==> config.mk <==
export PLATFORM = sky130hd
export DESIGN_NAME = serial_parity_tx
export DESIGN_NICKNAME = d
export VERILOG_FILES = /design/src/rtl/serial_parity_pkg.sv /design/src/rtl/serial_parity_tx.sv
export SDC_FILE = /design/constraint.sdc
export NUM_CORES = 1
export LEC_CHECK = 0
export ABC_CLOCK_PERIOD_IN_PS = 1500
export CORE_ASPECT_RATIO = 0.7
export CORE_MARGIN = 3
export CORE_UTILIZATION = 25
export DETAILED_ROUTE_END_ITERATION = 8
export GPL_TIMING_DRIVEN = 0
export HOLD_SLACK_MARGIN = 0.06
export MAX_ROUTING_LAYER = met4
export PLACE_DENSITY = 0.46
export SYNTH_ARGS = -nofsm -noshare
export SYNTH_HDL_FRONTEND = slang
export SYNTH_SLANG_ARGS = --single-unit
==> constraint.sdc <==
create_clock -name clk -period 1.5 [get_ports clk]
set_input_delay 0.15 -clock clk [delete_from_list [all_inputs] [get_ports clk]]
set_output_delay 0.15 -clock clk [all_outputs]
set_load 0.1 [all_outputs]
==> src/rtl/serial_parity_pkg.sv <==
// Shared types for the serial parity transmitter.
// Define SERIAL_PARITY_TX_ODD_EN for odd parity; even parity otherwise.
package serial_parity_pkg;

  typedef enum logic [1:0] {
    S_IDLE = 2'd0,
    S_DATA = 2'd1,
    S_PAR  = 2'd2
  } tx_state_t;

  localparam logic PARITY_IDLE_LEVEL = 1'b0;

`ifdef SERIAL_PARITY_TX_ODD_EN
  localparam logic PARITY_ODD = 1'b1;
`else
  localparam logic PARITY_ODD = 1'b0;
`endif

endpackage

==> src/rtl/serial_parity_tx.sv <==
// LSB-first serial transmitter appending one parity bit per frame.
// Parity sense is set by SERIAL_PARITY_TX_ODD_EN (odd) or left even.
module serial_parity_tx
  import serial_parity_pkg::*;
#(
  parameter int DATA_W = 8
) (
  input  logic              clk,
  input  logic              reset,
  input  logic [DATA_W-1:0] data_in,
  input  logic              load,
  output logic              ready,
  output logic              tx,
  output logic              tx_valid,
  output logic              tx_last
);

  localparam int CW = $clog2(DATA_W + 1);

  tx_state_t         state_q, state_d;
  logic [DATA_W-1:0] shreg_q, shreg_d;
  logic [DATA_W-1:0] sh_nxt;
  logic              acc_q, acc_d;
  logic [CW-1:0]     cnt_q, cnt_d;
  logic              accept;

  assign ready    = (state_q == S_IDLE) || (state_q == S_PAR);
  assign tx_valid = (state_q == S_DATA) || (state_q == S_PAR);
  assign tx_last  = (state_q == S_PAR);
  assign accept   = load & ready;
  assign sh_nxt   = shreg_q >> 1;

  always_comb begin
    tx = PARITY_IDLE_LEVEL;
    unique case (state_q)
      S_DATA:  tx = shreg_q[0];
      S_PAR:   tx = acc_q ^ PARITY_ODD;
      default: tx = PARITY_IDLE_LEVEL;
    endcase
  end

  always_comb begin
    state_d = state_q;
    shreg_d = shreg_q;
    acc_d   = acc_q;
    cnt_d   = cnt_q;
    unique case (state_q)
      S_IDLE, S_PAR: begin
        if (accept) begin
          shreg_d = data_in;
          acc_d   = data_in[0];
          cnt_d   = '0;
          state_d = S_DATA;
        end else begin
          state_d = S_IDLE;
        end
      end
      S_DATA: begin
        // acc picks up each bit as it reaches the LSB
        shreg_d = sh_nxt;
        acc_d   = acc_q ^ sh_nxt[0];
        cnt_d   = cnt_q + CW'(1);
        if (cnt_q == CW'(DATA_W - 1))
          state_d = S_PAR;
      end
      default: state_d = S_IDLE;
    endcase
  end

  always_ff @(posedge clk or posedge reset) begin
    if (reset) begin
      state_q <= S_IDLE;
      shreg_q <= '0;
      acc_q   <= 1'b0;
      cnt_q   <= '0;
    end else begin
      state_q <= state_d;
      shreg_q <= shreg_d;
      acc_q   <= acc_d;
      cnt_q   <= cnt_d;
    end
  end

endmodule

# Word level (Yosys, flattened, before mapping)
# Index checks and enable logic that the tools add are counted.
# classes
addsub,1
eq_ne,5
muxes,10
n_bitwise,2
n_reduce_logical,6
# op_table
op,count
$pmux W8 S2,1
$mux W8,1
$pmux W4 S2,1
$add A4 B1 Y4 const B,1
$eq A4 B3 Y1 const B,1
$mux W4,1
$pmux W1 S2,2
$pmux W2 S2,1
$eq A2 B1 Y1 const B,1
$eq A2 B2 Y1 const B,1
$logic_not A2 Y1,1
$logic_or A1 B1 Y1,2
$mux W1,2
$mux W2,1
$ne A2 B1 Y1 const B,1
$ne A2 B2 Y1 const B,1
$reduce_and A2 Y1,1
$reduce_bool A2 Y1,1
$reduce_or A2 Y1,1
$and A1 B1 Y1,1
$xor A1 B1 Y1,1
# word_totals
regBits,15
inputBits,11
output_inout_bits,4

# Logic depth before layout (Yosys ltp)
# Gate-level depths: netlist (run 1).
# depth
word_depth,5
ltp_mapped,7
mapped_depth_nobuf,5

# Least setup slack after synthesis (run 1)
# No wires, ideal clock.
# synth_timing
path_kind,reg2out
startpoint,reg state_q[0]
endpoint,out tx
arrival_ns,2.942
setup_slack_ns,-1.592
stages_incl_launch_ff,5
path_cell_list,dfrtp_1 inv_1 ha_1 a22oi_1 nor2b_1
# synth_between
elab_chain_cells,2
elab_cells_between_ends,3
classes_between,2 x eq/ne; 1 x mux
# synth_rtl
element,line_no,text
"start, declared",serial_parity_tx.sv:20,"tx_state_t state_q, state_d;"
"start signal, assigned",serial_parity_tx.sv:77,state_q <= state_d;
$eq A2 B2 Y1,-,
net tx_last,serial_parity_tx.sv:15,output logic tx_last
$pmux W1 S2,serial_parity_tx.sv:35,unique case (state_q)
"end, declared",serial_parity_tx.sv:13,"output logic tx,"
# The timed path passes the listed nets, and every way through them passes these cells.

# Final worst setup path (run 1)
# layout_timing
startpoint,reg state_q[0]
endpoint,reg shreg_q[1]
# layout_between
elab_chain_cells,5
elab_cells_between_ends,10
classes_between,3 x eq/ne; 1 x mux; 1 x bitwise; 5 x reduce/logical
# layout_rtl
element,line_no,text
$eq A2 B2 Y1 / $logic_not A2 Y1 (equally long branches),"serial_parity_tx.sv:27, serial_parity_tx.sv:47",
$logic_or A1 B1 Y1,serial_parity_tx.sv:27,assign ready = (state_q == S_IDLE) || (state_q == S_PAR);
$and A1 B1 Y1,serial_parity_tx.sv:30,assign accept = load & ready;
$ne A2 B2 Y1 (no line),-,
$reduce_and A2 Y1 (no line),-,
"end signal, assigned",serial_parity_tx.sv:78,shreg_q <= shreg_d;
"end, declared",serial_parity_tx.sv:21,"logic [DATA_W-1:0] shreg_q, shreg_d;"
# Several ways; a longest one is shown, not always the timed one.
# A chain may end at the register's enable or synchronous reset.

==> results of run 1 <==
[power breakdown]
part | internal (uW) | switching [uW] | total (uW)
Sequential | 577 | 150 | 727
Clock | 188 | 141 | 329
Combinational | 1090 | 1240 | 2330
[logic make-up after synthesis]
family | synth area share
fa+ha+maj | 0.08772
compound gates | 0.1945
mux | 0.1067
flops | 0.4386
simple gates | 0.1213
buf+inv | 0.05117
[cell usage in the layout (no fill, tap or decap), types with 3 or more instances in the layout]
cell / instances
dfrtp_1: 14
clkbuf_8: 3
buf_6: 6
buf_4: 12
mux2i_1: 8
buf_12: 5
o21ai_0: 5
o21ai_1: 3
o21ai_2: 10
clkdlybuf4s50_1: 10
nand2_1: 4
ha_1: 3
[routing by layer]
layer / wire, um / up-vias / track usage
met4: 0 / 0 / 0.009036
met1: 1058 / 361 / 0.1485
li1: - / 371 / -
met2: 1022 / 12 / 0.1721
met5: 0 / - / -
met3: 105 / 0 / 0.04045
[cell type report]
cell class / count / share of cell area
multi-input cells: 60 / 0.3931
plain buffers: 5 / 0.04082
flip-flops and latches: 15 / 0.2671
well taps: 47 / 0.04170
clock buffers: 4 / 0.03194
inverters: 4 / 0.01242
repair buffers: 28 / 0.2130
[registers in the layout, summed over array words and instances (netlist names)]
name     cells
acc_q        1
cnt_q        4
shreg_q      8
state_q      2
[worst max-delay path by stage]
| stage | from | to | slack, ps | depth (start not counted) |
|---|---|---|---|---|
| after floorplan | state_q[1]$_DFFE_PP0P_ | tx | -190 | 3 |
| after global placement | state_q[1]$_DFFE_PP0P_ | tx | -820 | 5 |
| after detailed placement | state_q[1]$_DFFE_PP0P_ | tx | -820 | 5 |
| after CTS | state_q[0]$_DFFE_PP0P_ | tx | -130 | 6 |
| after global routing | state_q[0]$_DFFE_PP0P_ | acc_q$_DFFE_PP0P_ | -210 | 6 |
| final | state_q[0]$_DFFE_PP0P_ | shreg_q[1]$_DFFE_PP0P_ | -130 | 7 |
[what timing repair did]
action                                  4_1_cts  5_1_grt
gates resized for setup                      55       24
setup buffers                                 8        5
endpoints found under the setup margin       17       16
cloned                                        1        0
pin swaps                                     8       13
[metrics by stage]
stage / cells / instance area [um^2]
3_3_place_gp: 145 / 1104
4_1_cts: 158 / 1306
2_1_floorplan: 84 / 904.6
3_5_place_dp: 145 / 1104
5_1_grt: 163 / 1410
6_report: 163 / 1410
[critical path: cells and delay by family (launching register included)]
family,cells,cell delay (ps)
compound gates,2,360
buf+inv,3,360
simple gates,1,250
fa+ha+maj,1,180
flops,1,410
==> metrics, run 1 <==
failing checks=negative setup slack; synth warn=0; Routed Antenna Nets=0; crit start category=flip-flop; Clock Path Buffers=2; slowest stage delay, CP=410 ps; core area=3212 um^2; hold crit path type=primary input to async pin; CTS Buf Count=3; post-synthesis register bit count=15; vias=744; GRT overflow=0; Ports=15; Final Setup Violations=13; Nets=134; Setup WS post-layout=-131.7 ps; htree depth=1; P&R area growth vs syn=64.77%; GRT Total Usage=0.1117; Mean Syn Cell Area=10.19 um^2; first-pass GRT wire length=3443 um; power per cell area=2403 nW/um^2; Setup Total Neg Slack=-1084 ps; CP Class=flip-flop to flip-flop; R2R Path Start=state_q[0]$_DFFE_PP0P_; sequential cell area=376.6 um^2; Worst R2R End=shreg_q[1]$_DFFE_PP0P_; ant diodes=0; r2r setup slk=-130 ps; reg2reg path depth=7; Critical Path RT=1670 ps; clk_lat worst skew=250 ps; crit-path max FO=5; Synth Flop Type=dfrtp_1; worst slew pin tran=579.8 ps; dpl ws=-819.1 ps; min cycle time layout=1632 ps; multi-input logic area=554.3 um^2; gpl congestion=0.7098; final core utilization=0.4390; root buffer cell=clkbuf_8; VDD IR max=742.0 uV; clock slew at reported path FFs=60 ps; antenna violations before repair=0; fill cell count=305; layout cells sized above 1=0.4569; max-cap violation count=0; Port Buf Inserts=14; total clock sinks=15; Starting Density=0.2665; Yosys top cell area share=0.4386; Synth Instances=84; die area=4172 um^2; Final Hold Violating Endpoints=0; Post-synth top cells=o21ai_0 (19), dfrtp_1 (15), mux2i_1 (8); CTS tree=built; Wirelength per Cell=13.42 um; largest net degree at the start of global routing=16; vias in the first global route=715; Final Max Tran Viols=0; DRC=0; largest cells by area after synthesis=dfrtp_1 (44%), o21ai_0 (11%), mux2i_1 (9.4%), ha_1 (8.8%), a221oi_2 (1.8%); most common cell in the netlist=o21ai_0; RSZ-0062 raised after global routing=true; leak pwr=0.0006030 uW; vias per std cell=4.564; die width=75.93 um; initial DRC count=37; biggest area consumer among synthesized cells=dfrtp_1; Fin Hold WS=256.9 ps; routed wire length=2187 um; Cell variety after synth=28; syn nets=101; # rows=17; dpl hpwl=1402 um; CP max stage cell=dfrtp_1; part of the cycle the worst path needs=1.088; total power=3389 uW; Mapped Area=855.8 um^2; Max Fclk=0.6129 GHz; CP Capture Type=flip-flop; Final Skew=0.8243 ps; TritonRoute pass-1 iters=4; worst rel slew slack=0.6130; arrival time worst endpoint=1810 ps; Post-synth EDFFs=0; status=finished with violations; Die Y=54.95 um; Hold Buf Count CTS=0; CP Cell Sequence=inv_2 > ha_4 > o21ba_4 > or2_4 > buf_4 > buf_6 > o21ai_2; Async S/R FF share, synth=1.000; sequential area share after synthesis=0.4386
(Power assumes the default switching activity.)
==> run 2, diff against run 1 <==
- REMOVE_ABC_BUFFERS: not set -> 1
- SETUP_SLACK_MARGIN: not set -> 0.05
==> metrics, run 2 (synthesis gave the netlist of run 1 again) <==
Setup Total Neg Slack=-490.8 ps (+592.8 ps); root buffer cell=clkbuf_8; switching part of the total=0.4493 (-0.003484); Logic pwr share=0.691 (+0.003); ant diodes=0 (unchanged); Nets=132 (-1.5%); Ports=15 (unchanged); total clock sinks=15 (unchanged); Final Setup Violations=9 (-4); max-cap violation count=0 (unchanged); initial DRC count=20 (-46%); arrival time worst endpoint=1710 ps (-100 ps); antenna violations before repair=0 (unchanged); Max Fclk=0.6327 GHz (+3.2%); die width=75.93 um (unchanged); dpl hpwl=1269 um (-9.5%); clock slew at reported path FFs=60 ps (about the same); Port Buf Inserts=14 (unchanged); vias per std cell=4.484 (-1.8%); most frequent cells in the layout=dfrtp_1 (14), clkdlybuf4s50_1 (10), buf_4 (9); clock share of power=0.097 (about the same); Final Skew=3.858 ps (+3.034 ps); hold crit path type=primary input to async pin; Largest regs=shreg_q: 8 flops, cnt_q: 4 flops, state_q: 2 flops; GRT overflow=0 (unchanged); GRT Total Usage=0.1123 (+0.0005489); VDD IR max=907.7 uV (+22%); Critical Path RT=1630 ps (-40 ps); CTS tree=built; fill cell count=299 (-2.0%); CP Class=flip-flop to flip-flop; part of the cycle the worst path needs=1.054 (-0.03403); RSZ-0062 raised after global routing=true; core area=3212 um^2 (unchanged); failing checks=negative setup slack; htree depth=1 (unchanged); DRC=0 (unchanged); Wirelength per Cell=13.55 um (+1.0%); clk_lat worst skew=240 ps (about the same); Routed Antenna Nets=0 (unchanged); CTS Buf Count=3 (unchanged); vias in the first global route=723 (+1.1%); die area=4172 um^2 (unchanged); min cycle time layout=1581 ps (-51.04 ps); Hold Buf Count CTS=0 (unchanged); routed wire length=2182 um (-0.23%); Setup WS post-layout=-80.63 ps (+51.04 ps); number of flip-flops in the largest register=8 (unchanged); Starting Density=0.2665 (unchanged); CP Capture Type=flip-flop; Post-Layout Cell Count=161 (-1.2%); crit start category=flip-flop; Final Max Tran Viols=0 (unchanged); gpl congestion=0.7205 (+1.5%); power per cell area=2388 nW/um^2 (-0.62%); P&R area growth vs syn=62.28%; sequential fraction of design power=0.212 (-0.002); dpl ws=-1216 ps (-397.4 ps); crit-path max FO=6 (+1); Die Y=54.95 um (unchanged); first-pass GRT wire length=3498 um (+1.6%); most common cell after layout, fill and taps aside=dfrtp_1; # rows=17 (unchanged); vias=722 (-3.0%); cell count after placement=140 (-3.4%); TritonRoute pass-1 iters=4 (unchanged); worst rel slew slack=0.6060 (-0.007079); status=finished with violations; Largest Register=shreg_q; Cell Int Power=1827 uW (-1.5%); worst slew pin tran=590.4 ps (+10.61 ps); Clock Path Buffers=2 (unchanged); largest net degree at the start of global routing=16 (unchanged); leak pwr=0.0005801 uW (-3.8%); layout cells sized above 1=0.4211 (-0.03584); Final Hold Violating Endpoints=0 (unchanged); switching power=1490 uW (-2.9%)
-- run 2: layer usage --
metal  global-route usage  routed length, um  up-vias
met1               0.1501               1079      344
met4             0.009036                  0        0
met3              0.03398                 96        0
met2               0.1779               1005       14
li1                     -                  -      364
met5                    -                  0        -
-- run 2: stage by stage --
step / utilization / hold WS, ps / total power [uW] / cell area (um^2)
floorplan: - / 51.48 / 1733 / 827.0
global placement: 0.3194 / 490.7 / 2045 / 1026
detailed placement: 0.3194 / 497.5 / 2053 / 1026
CTS: 0.3974 / 290.5 / 2990 / 1276
global route: 0.4324 / 351.7 / 3517 / 1389
finish: 0.4324 / 266.9 / 3317 / 1389
-- run 2: path summary, 6_finish.rpt --
check / startpoint / depth (start not counted) / slack, ps / to
min in group clk: shreg_q[2]$_DFFE_PP0P_ / 2 / 510 / shreg_q[2]$_DFFE_PP0P_
worst max-delay path: state_q[1]$_DFFE_PP0P_ / 7 / -80 / shreg_q[5]$_DFFE_PP0P_
max in group asynchronous: reset / 2 / 810 / state_q[1]$_DFFE_PP0P_
worst min-delay path: reset / 2 / 270 / shreg_q[0]$_DFFE_PP0P_
worst max register to register: state_q[1]$_DFFE_PP0P_ / 7 / -80 / shreg_q[5]$_DFFE_PP0P_
worst min register to register: shreg_q[2]$_DFFE_PP0P_ / 2 / 510 / shreg_q[2]$_DFFE_PP0P_
-- run 2: worst max-delay path: stages, from the launching register on --
cell and delay (ps):
dfrtp_2 430, inv_4 70, buf_6 120, ha_4 160, nor3_4 300, or2_4 230, buf_6 110, o21ai_2 40
-- run 2: layout make-up --
class | count | area [um^2] | share of cell area
Clock buffer | 4 | 45.04 | 0.03243
Inverter | 4 | 17.52 | 0.01261
Multi-Input combinational cell | 61 | 573.1 | 0.4126
Sequential cell | 15 | 376.6 | 0.2712
Tap cell | 47 | 58.81 | 0.04234
Timing Repair Buffer | 30 | 317.8 | 0.2288
-- run 2: what timing repair did --
item                                   in CTS  in global routing
resized for setup                          56                 23
gates cloned                                1                  0
setup endpoints to repair                  18                 18
buffers inserted                           10                  6
endpoints found under the hold margin       0                  0
pin swaps                                   8                  8
-- run 2: power groups by stage --
stage	Combinational [uW]	Clock [uW]	Sequential, uW
floorplan	1070	0	665
global route	2440	349	723
global placement	1350	0	693
CTS	1970	336	687
detailed placement	1360	0	695
finish	2290	322	704
